### src/rtl/control_sequencer_pkg.sv
// control_sequencer_pkg
//   Shared constants for the control sequencer: opcode encodings, ControlWord
//   bit positions, one-hot T-state values and a small helper that builds a
//   single-bit ControlWord mask.
package control_sequencer_pkg;

   localparam int CW_W = 12;
   localparam int OPC_W = 4;

   // Opcode encodings (instruction-register upper nibble)
   localparam logic [OPC_W-1:0] OP_LDA = 4'b0000;
   localparam logic [OPC_W-1:0] OP_ADD = 4'b0001;
   localparam logic [OPC_W-1:0] OP_SUB = 4'b0010;
   localparam logic [OPC_W-1:0] OP_OUT = 4'b1110;
   localparam logic [OPC_W-1:0] OP_HLT = 4'b1111;

   // ControlWord bit indices
   localparam int CW_ENABLE_PC  = 11;
   localparam int CW_INC_PC     = 10;
   localparam int CW_LATCH_MAR  = 9;
   localparam int CW_ENABLE_RAM = 8;
   localparam int CW_LATCH_IR   = 7;
   localparam int CW_ENABLE_IR  = 6;
   localparam int CW_LATCH_A    = 5;
   localparam int CW_ENABLE_A   = 4;
   localparam int CW_LATCH_B    = 3;
   localparam int CW_SUB_ALU    = 2;
   localparam int CW_ENABLE_ALU = 1;
   localparam int CW_LATCH_OUT  = 0;

   // One-hot T-state bit positions and values
   localparam int T1_IDX = 0;
   localparam int T2_IDX = 1;
   localparam int T3_IDX = 2;
   localparam int T4_IDX = 3;
   localparam int T5_IDX = 4;
   localparam int T6_IDX = 5;

   localparam logic [5:0] T1_OH = 6'b000001;
   localparam logic [5:0] T2_OH = 6'b000010;
   localparam logic [5:0] T3_OH = 6'b000100;
   localparam logic [5:0] T4_OH = 6'b001000;
   localparam logic [5:0] T5_OH = 6'b010000;
   localparam logic [5:0] T6_OH = 6'b100000;

   function automatic logic [CW_W-1:0] cw_bit(input int idx);
      logic [CW_W-1:0] w;
      w = '0;
      w[idx] = 1'b1;
      return w;
   endfunction

endpackage

### src/rtl/control_sequencer_tstate_ring.sv
// tstate_ring
//   One-hot T-state ring counter. Clear loads T1, halt_set empties the ring
//   (all-zero while halted), otherwise the ring rotates one position per edge
//   while run_i=1 and halt_i=0, and holds otherwise.
// Ports
//   clk_i       clock
//   clear_i     synchronous active-high load of T1 (highest priority)
//   run_i       advance enable
//   halt_i      current halt flag; holds the ring
//   halt_set_i  empties the ring on this edge (leaving T4 of HLT)
//   tstate_o    one-hot T-state, bit0 = T1
module tstate_ring #(
   parameter int NUM_T_STATES = 6
) (
   input  logic                    clk_i,
   input  logic                    clear_i,
   input  logic                    run_i,
   input  logic                    halt_i,
   input  logic                    halt_set_i,
   output logic [NUM_T_STATES-1:0] tstate_o
);

   logic [NUM_T_STATES-1:0] tstate_q, tstate_d;

   always_comb begin
      tstate_d = tstate_q;
      if (halt_set_i) begin
         tstate_d = '0;
      end else if (run_i && !halt_i) begin
         tstate_d = {tstate_q[NUM_T_STATES-2:0], tstate_q[NUM_T_STATES-1]};
      end
   end

   always_ff @(posedge clk_i) begin
      if (clear_i) begin
         tstate_q <= {{(NUM_T_STATES-1){1'b0}}, 1'b1};
      end else begin
         tstate_q <= tstate_d;
      end
   end

   assign tstate_o = tstate_q;

endmodule

### src/rtl/control_sequencer.sv
// control_sequencer
//   Microcode-free control sequencer for a simple accumulator machine. A
//   one-hot T-state ring steps through a six-state instruction cycle; the
//   opcode is captured on the T3->T4 edge and T4-T6 decode from that copy.
//   HLT sets a sticky halt flag on the edge leaving T4.
// Ports
//   MainClock    clock, rising-edge
//   Clear        synchronous active-high reset
//   Run          advance enable; low freezes the sequencer
//   Opcode       instruction-register upper nibble, valid from T3
//   TState       one-hot current T-state, all-zero while halted
//   ControlWord  decoded control lines, zero when Run=0 or halted
//   Halt         sticky halt flag
module control_sequencer
   import control_sequencer_pkg::*;
#(
   parameter int NUM_T_STATES = 6
) (
   input  logic                    MainClock,
   input  logic                    Clear,
   input  logic                    Run,
   input  logic [3:0]              Opcode,
   output logic [NUM_T_STATES-1:0] TState,
   output logic [11:0]             ControlWord,
   output logic                    Halt
);

   logic [OPC_W-1:0] opcode_q, opcode_d;
   logic             halt_q, halt_d;
   logic             advance;
   logic             halt_set;
   logic [CW_W-1:0]  cw;

   assign advance  = Run && !halt_q;
   assign halt_set = advance && TState[T4_IDX] && (opcode_q == OP_HLT);

   tstate_ring #(
      .NUM_T_STATES (NUM_T_STATES)
   ) u_tstate_ring (
      .clk_i      (MainClock),
      .clear_i    (Clear),
      .run_i      (Run),
      .halt_i     (halt_q),
      .halt_set_i (halt_set),
      .tstate_o   (TState)
   );

   always_comb begin
      opcode_d = opcode_q;
      halt_d   = halt_q;
      if (advance && TState[T3_IDX]) begin
         opcode_d = Opcode;
      end
      if (halt_set) begin
         halt_d = 1'b1;
      end
   end

   // Clear wins over a same-edge opcode capture and over the halt flag.
   always_ff @(posedge MainClock) begin
      if (Clear) begin
         opcode_q <= OP_LDA;
         halt_q   <= 1'b0;
      end else begin
         opcode_q <= opcode_d;
         halt_q   <= halt_d;
      end
   end

   // Each T-state drives at most one bus enable, so bus contention cannot
   // arise from this decode.
   always_comb begin
      cw = '0;
      if (advance) begin
         if (TState[T1_IDX]) begin
            cw = cw_bit(CW_ENABLE_PC) | cw_bit(CW_LATCH_MAR);
         end else if (TState[T2_IDX]) begin
            cw = cw_bit(CW_INC_PC);
         end else if (TState[T3_IDX]) begin
            cw = cw_bit(CW_ENABLE_RAM) | cw_bit(CW_LATCH_IR);
         end else if (TState[T4_IDX]) begin
            case (opcode_q)
               OP_LDA, OP_ADD, OP_SUB: cw = cw_bit(CW_ENABLE_IR) | cw_bit(CW_LATCH_MAR);
               OP_OUT:                 cw = cw_bit(CW_ENABLE_A) | cw_bit(CW_LATCH_OUT);
               default:                cw = '0;
            endcase
         end else if (TState[T5_IDX]) begin
            case (opcode_q)
               OP_LDA:         cw = cw_bit(CW_ENABLE_RAM) | cw_bit(CW_LATCH_A);
               OP_ADD, OP_SUB: cw = cw_bit(CW_ENABLE_RAM) | cw_bit(CW_LATCH_B);
               default:        cw = '0;
            endcase
         end else if (TState[T6_IDX]) begin
            case (opcode_q)
               OP_ADD:  cw = cw_bit(CW_ENABLE_ALU) | cw_bit(CW_LATCH_A);
               OP_SUB:  cw = cw_bit(CW_ENABLE_ALU) | cw_bit(CW_LATCH_A) | cw_bit(CW_SUB_ALU);
               default: cw = '0;
            endcase
         end
      end
   end

   assign ControlWord = cw;
   assign Halt        = halt_q;

endmodule

### config.mk
export PLATFORM = sky130hd
export DESIGN_NAME = control_sequencer
export DESIGN_NICKNAME = d
export VERILOG_FILES = /design/src/rtl/control_sequencer_pkg.sv /design/src/rtl/control_sequencer_tstate_ring.sv /design/src/rtl/control_sequencer.sv
export SDC_FILE = /design/constraint.sdc
export NUM_CORES = 1
export LEC_CHECK = 0
export ABC_AREA = 1
export BUFFER_PORTS_ARGS = -buffer_cell sky130_fd_sc_hd__buf_2
export CAP_MARGIN = 20
export CORE_MARGIN = 2
export CORE_UTILIZATION = 49
export DETAILED_ROUTE_END_ITERATION = 7
export PLACE_DENSITY = 0.8
export RECOVER_POWER = 25
export SLEW_MARGIN = 20
export SYNTH_ARGS = -nofsm -noshare
export SYNTH_HDL_FRONTEND = slang
export SYNTH_HIERARCHICAL = 1
export SYNTH_SLANG_ARGS = --single-unit
### constraint.sdc
create_clock -name MainClock -period 2.6 [get_ports MainClock]
set_input_delay 0.13 -clock MainClock [delete_from_list [all_inputs] [get_ports MainClock]]
set_output_delay 0.13 -clock MainClock [all_outputs]
set_load 0.01 [all_outputs]
# Yosys cells after proc, flatten, opt, wreduce, memory -nomap -nowiden
# Index checks and enable logic that the tools add are counted.
[totals]
reg_bits = 11
output_inout_bits = 19
elab_cells = 30
inputBits = 7
[op_classes]
n_eq_ne = 4
mux = 12
n_reduce_logical = 10
[ops]
columns = ["operator", "n"]
rows = [
  ["12-bit two-way mux", 2],
  ["10-bit two-way mux", 2],
  ["10-bit case mux with 2 select lines", 1],
  ["9-bit case mux with 2 select lines", 1],
  ["6-bit case mux with 2 select lines", 1],
  ["11-bit two-way mux", 1],
  ["9-bit two-way mux", 1],
  ["4-bit == test (second input constant)", 2],
  ["6-bit two-way mux", 1],
  ["4-bit by 1-bit == test with 1-bit output (second input constant)", 1],
  ["4-bit by 2-bit == test with 1-bit output (second input constant)", 1],
  ["1-bit logical AND", 4],
  ["4-bit logical NOT", 1],
  ["2-bit OR reduction", 2],
  ["3-bit OR reduction", 1],
  ["1-bit two-way mux", 2],
  ["2-bit nonzero test", 1],
  ["1-bit logical NOT", 1],
]

# Logic depth before layout (Yosys ltp)
[depth]
ltp_word = 9
mapped_depth = 7
depth_no_buf = 7

# Modules after synthesis
# The synthesis kept the hierarchy.
[modules_own_cells]
columns = ["mod", "cells_each", "seq_area_each_um2", "n_inst", "area_each_um2"]
rows = [
  ["control_sequencer", 70, 100.1, 1, 394.1],
  ["tstate_ring", 41, 120.1, 1, 272.8],
]

# Worst setup path before layout
# Ideal clock, no wire load.
[synth_timing]
path_type = "reg2out"
start = "register halt_q (netlist: Halt)"
end = "output port ControlWord[4]"
arrival_ns = 1.057
required_ns = 2.470
slack_ns = 1.413
n_path_buf = 1
stages_incl_launch_ff = 5
cell_sequence = "dfxtp_1 > nor2_1 > nand3_1 > nor2_1 > buf_4"
[synth_between]
elab_chain_len = 3
[synth_lines]
columns = ["element", "line_no", "rtl"]
rows = [
  ["start, declared", "control_sequencer.sv:29", "logic halt_q, halt_d;"],
  ["start signal, assigned", "control_sequencer.sv:66", "halt_q <= halt_d;"],
  ["1-bit logical NOT", "control_sequencer.sv:34", "assign advance = Run && !halt_q;"],
  ["1-bit logical AND", "control_sequencer.sv:34", ""],
  ["12-bit two-way mux", "control_sequencer.sv:74", "if (advance) begin"],
  ["end, declared", "control_sequencer.sv:24", "output logic [11:0] ControlWord,"],
]
# No other way between the ends.

# Final worst setup path
[layout_timing]
start = "register halt_q (netlist: Halt)"
end = "output port ControlWord[5]"
# Same word-level chain as after synthesis.

==> impl_results.md <==
* Initial Util at 51.9%
* Post-cts repair resize count at 0
* Final Wtd Congestion at around 0.76
* Routed WL per cell at slightly above 10 µm
* Ant diodes at 0
* Mapped Area at roughly 670 µm²
* WP depth at 6
* Detailed-route via count at 733
* Slew Limit Fails at 0
* H-tree depth at 1
* Outcome: finished clean
* Switch share at 33.0%
* Max Cap Viol at 0
* Sequential share of the synthesized area at between 30 and 40%
* # rows at 13
* IO Port Bufs at 25
* Layout cells sized above 1 at 21.6%
* Yosys cell types at 18
* Worst EP required at 2.47 ns
* FF+latch count, synth at 11
* Final min period at roughly 1.6 ns
* Vias per std cell at ~4.8
* Ports at 26
* Sw Pwr at between 0.1 and 0.15 mW
* Die height at roughly 40 µm
* Reg2reg start: Halt$_SDFFE_PP0P_
* Area Growth Syn to Fin at 23.5%
* CTS Buffer Depth at 2
* Most frequent cells in the layout: nor2_1, nand2_1, inv_1, buf_2, dfxtp_1
* Setup crit start: Halt$_SDFFE_PP0P_
* Setup bufs post-CTS at 0
* Grt ovf at 0
* Final WL at approximately 1.6 mm
* Hpwl dp at ~1.2 mm
* Slew at the pin closest to its max-slew limit at 0.279 ns
* Pin count of the biggest net entering global routing at 11
* Initial antenna violation count at 0
* Fin. Hold Viols at 0
* Clock transition at path regs at roughly 0.080 ns
* Final nets at 147
* # placed instances at 150
* Crit path max-delay family: simple AND/OR/NAND/NOR gates
* Critical hold path startpoint: Clear
* Crit end category: output pin
* CTS Buf Count at 3
* Yosys synthesis warning count at 6
* CP arrival at between 1 and 1.5 ns
* Gate Count Post-Synth at between 100 and 150
* Die Wd at 40.9 µm
* First-pass GRT wire length at between 2 and 2.5 mm
* Worst path buffer plus inverter count at 2
* Worst setup path class: register to output pin
* Leakage at 0.445 nW
* Most Frequent Cell on Critical Path: nand3_1
* All-Layer GR Usage at a little over a fifth
* Worst skew pair latency at 0.28 ns
* Part of the power in registers at around half
* Core area at 1280 µm²
* Vias in the first global route at between 500 and 600
* Clk sinks at 11
* Clock root cell: clkbuf_4
* Non-filler instance count after layout at approximately 150
* Max VDD drop at ~0.31 mV
* Hold Buf Count CTS at 0
* Worst reg2reg path depth at 6
* Cell Pwr Density at about 480 nW/µm²
* Total internal power at 0.263 mW
* Syn_nets at 118
* DRT iter0 DRCs at 28
* Crit-path max cell delay at between 0.3 and 0.4 ns
* Final setup fails at 0
* Hold slack at roughly 0.055 ns
* Tightest Hold Check Type: input port to register
* Cells along the critical path: inv_1 -> nand3_1 -> nor2_2 -> nand3_1 -> nand2_1 -> buf_2
* Max-slew headroom at between 80% and 90%
* Reg-to-reg endpoint: u_tstate_ring/tstate_o[4]$_SDFFE_PP0P_
* Fill cells at 134
* First-pass iteration count of the detailed router at 4
* Fin crit share at about three fifths
* CTS tree: built
* Combinational share of power at around a fifth
* Worst setup path end: ControlWord[5]
* Die area at ~1700 µm²
* Synthesized area per cell at 6.01 µm²
* TNS Setup at 0 ns
* Most common cell after layout, fill and taps aside: nor2_1
* Unrepaired setup endpoints after global routing: no
* Reg2Reg Setup Slack at ~1.4 ns
* ANT nets after route at 0
* Clock share of power at about 32%
* Drt drc at 0
* Clock Skew at ~0.0029 ns
* Setup crit start kind: register
* Slowest CP cell: dfxtp_1
* Crit path max fanout at 5
* Achievable Freq at 643 MHz
==> power by group through the flow <==
stage | Combinational (mW) | Clock [mW] | Sequential, mW
after floorplan | 0.0475 | 0 | 0.197
after global placement | 0.0732 | 0 | 0.197
after detailed placement | 0.0750 | 0 | 0.197
after CTS | 0.0754 | 0.128 | 0.193
after global routing | 0.0837 | 0.137 | 0.195
final | 0.0734 | 0.126 | 0.193
==> cell usage after synthesis <==
library cell,count,area [µm²]
o21a_1,1,7.51
nand4_1,1,6.26
nor2_2,1,6.26
o22ai_1,1,6.26
nor2_1,33,124
and2_1,1,6.26
nand2_1,20,75.1
o21ai_0,4,20.0
inv_1,19,71.3
nor3_1,2,10.0
nand3_1,9,45.0
inv_2,2,7.51
nand2_2,1,6.26
nor2_8,1,20.0
nor2_4,2,22.5
dfxtp_1,11,220
buf_4,1,7.51
a21oi_1,1,5.00
==> layer usage <==
layer	GRT usage [%]	part of all wire, %
met5	0	0
met4	7.50	0
met3	4.89	7.3
met2	37.1	48
met1	26.8	45
==> area by class of cell <==
| type | instances | area [µm²] | share of cell area [%] |
|---|---|---|---|
| clock inverters | 1 | 5.00 | 0.608 |
| clock buffers | 3 | 22.5 | 2.74 |
| flip-flops and latches | 11 | 220 | 26.7 |
| repair buffers | 25 | 118 | 14.3 |
| inverters | 21 | 78.8 | 9.57 |
| well taps | 15 | 18.8 | 2.28 |
| multi-input cells | 78 | 360 | 43.8 |
==> state kept, by name (all words and copies together), names as in the netlist <==
| register | count |
|---|---|
| Halt | 1 |
| opcode_q | 4 |
| u_tstate_ring/tstate_o | 6 |
==> through the flow <==
stage	area [µm²]	utilization, %	total power [mW]	setup WS [ns]
global placement	803	62.5	0.270	1.39
global route	823	64.1	0.416	0.911
finish	823	64.1	0.393	1.04
floorplan	667	-	0.244	1.41
detailed placement	803	62.5	0.272	1.35
CTS	831	64.7	0.396	1.04
==> logic make-up after synthesis <==
logic type | after synthesis | synth area share [%]
simple gates | 71 | 48.2
buf+inv | 22 | 12.9
flops | 11 | 33.0
compound gates | 7 | 5.82
==> how the worst min path moves through the flow <==
stage | endpoint | slack, ns | cells past startpoint
after floorplan | Halt$_SDFFE_PP0P_ | 0.20 | 1
after global placement | Halt$_SDFFE_PP0P_ | 0.34 | 2
after detailed placement | Halt$_SDFFE_PP0P_ | 0.35 | 2
after CTS | Halt$_SDFFE_PP0P_ | 0.05 | 2
after global routing | Halt$_SDFFE_PP0P_ | 0.07 | 2
final | Halt$_SDFFE_PP0P_ | 0.05 | 2
(Power assumes the default switching activity.)
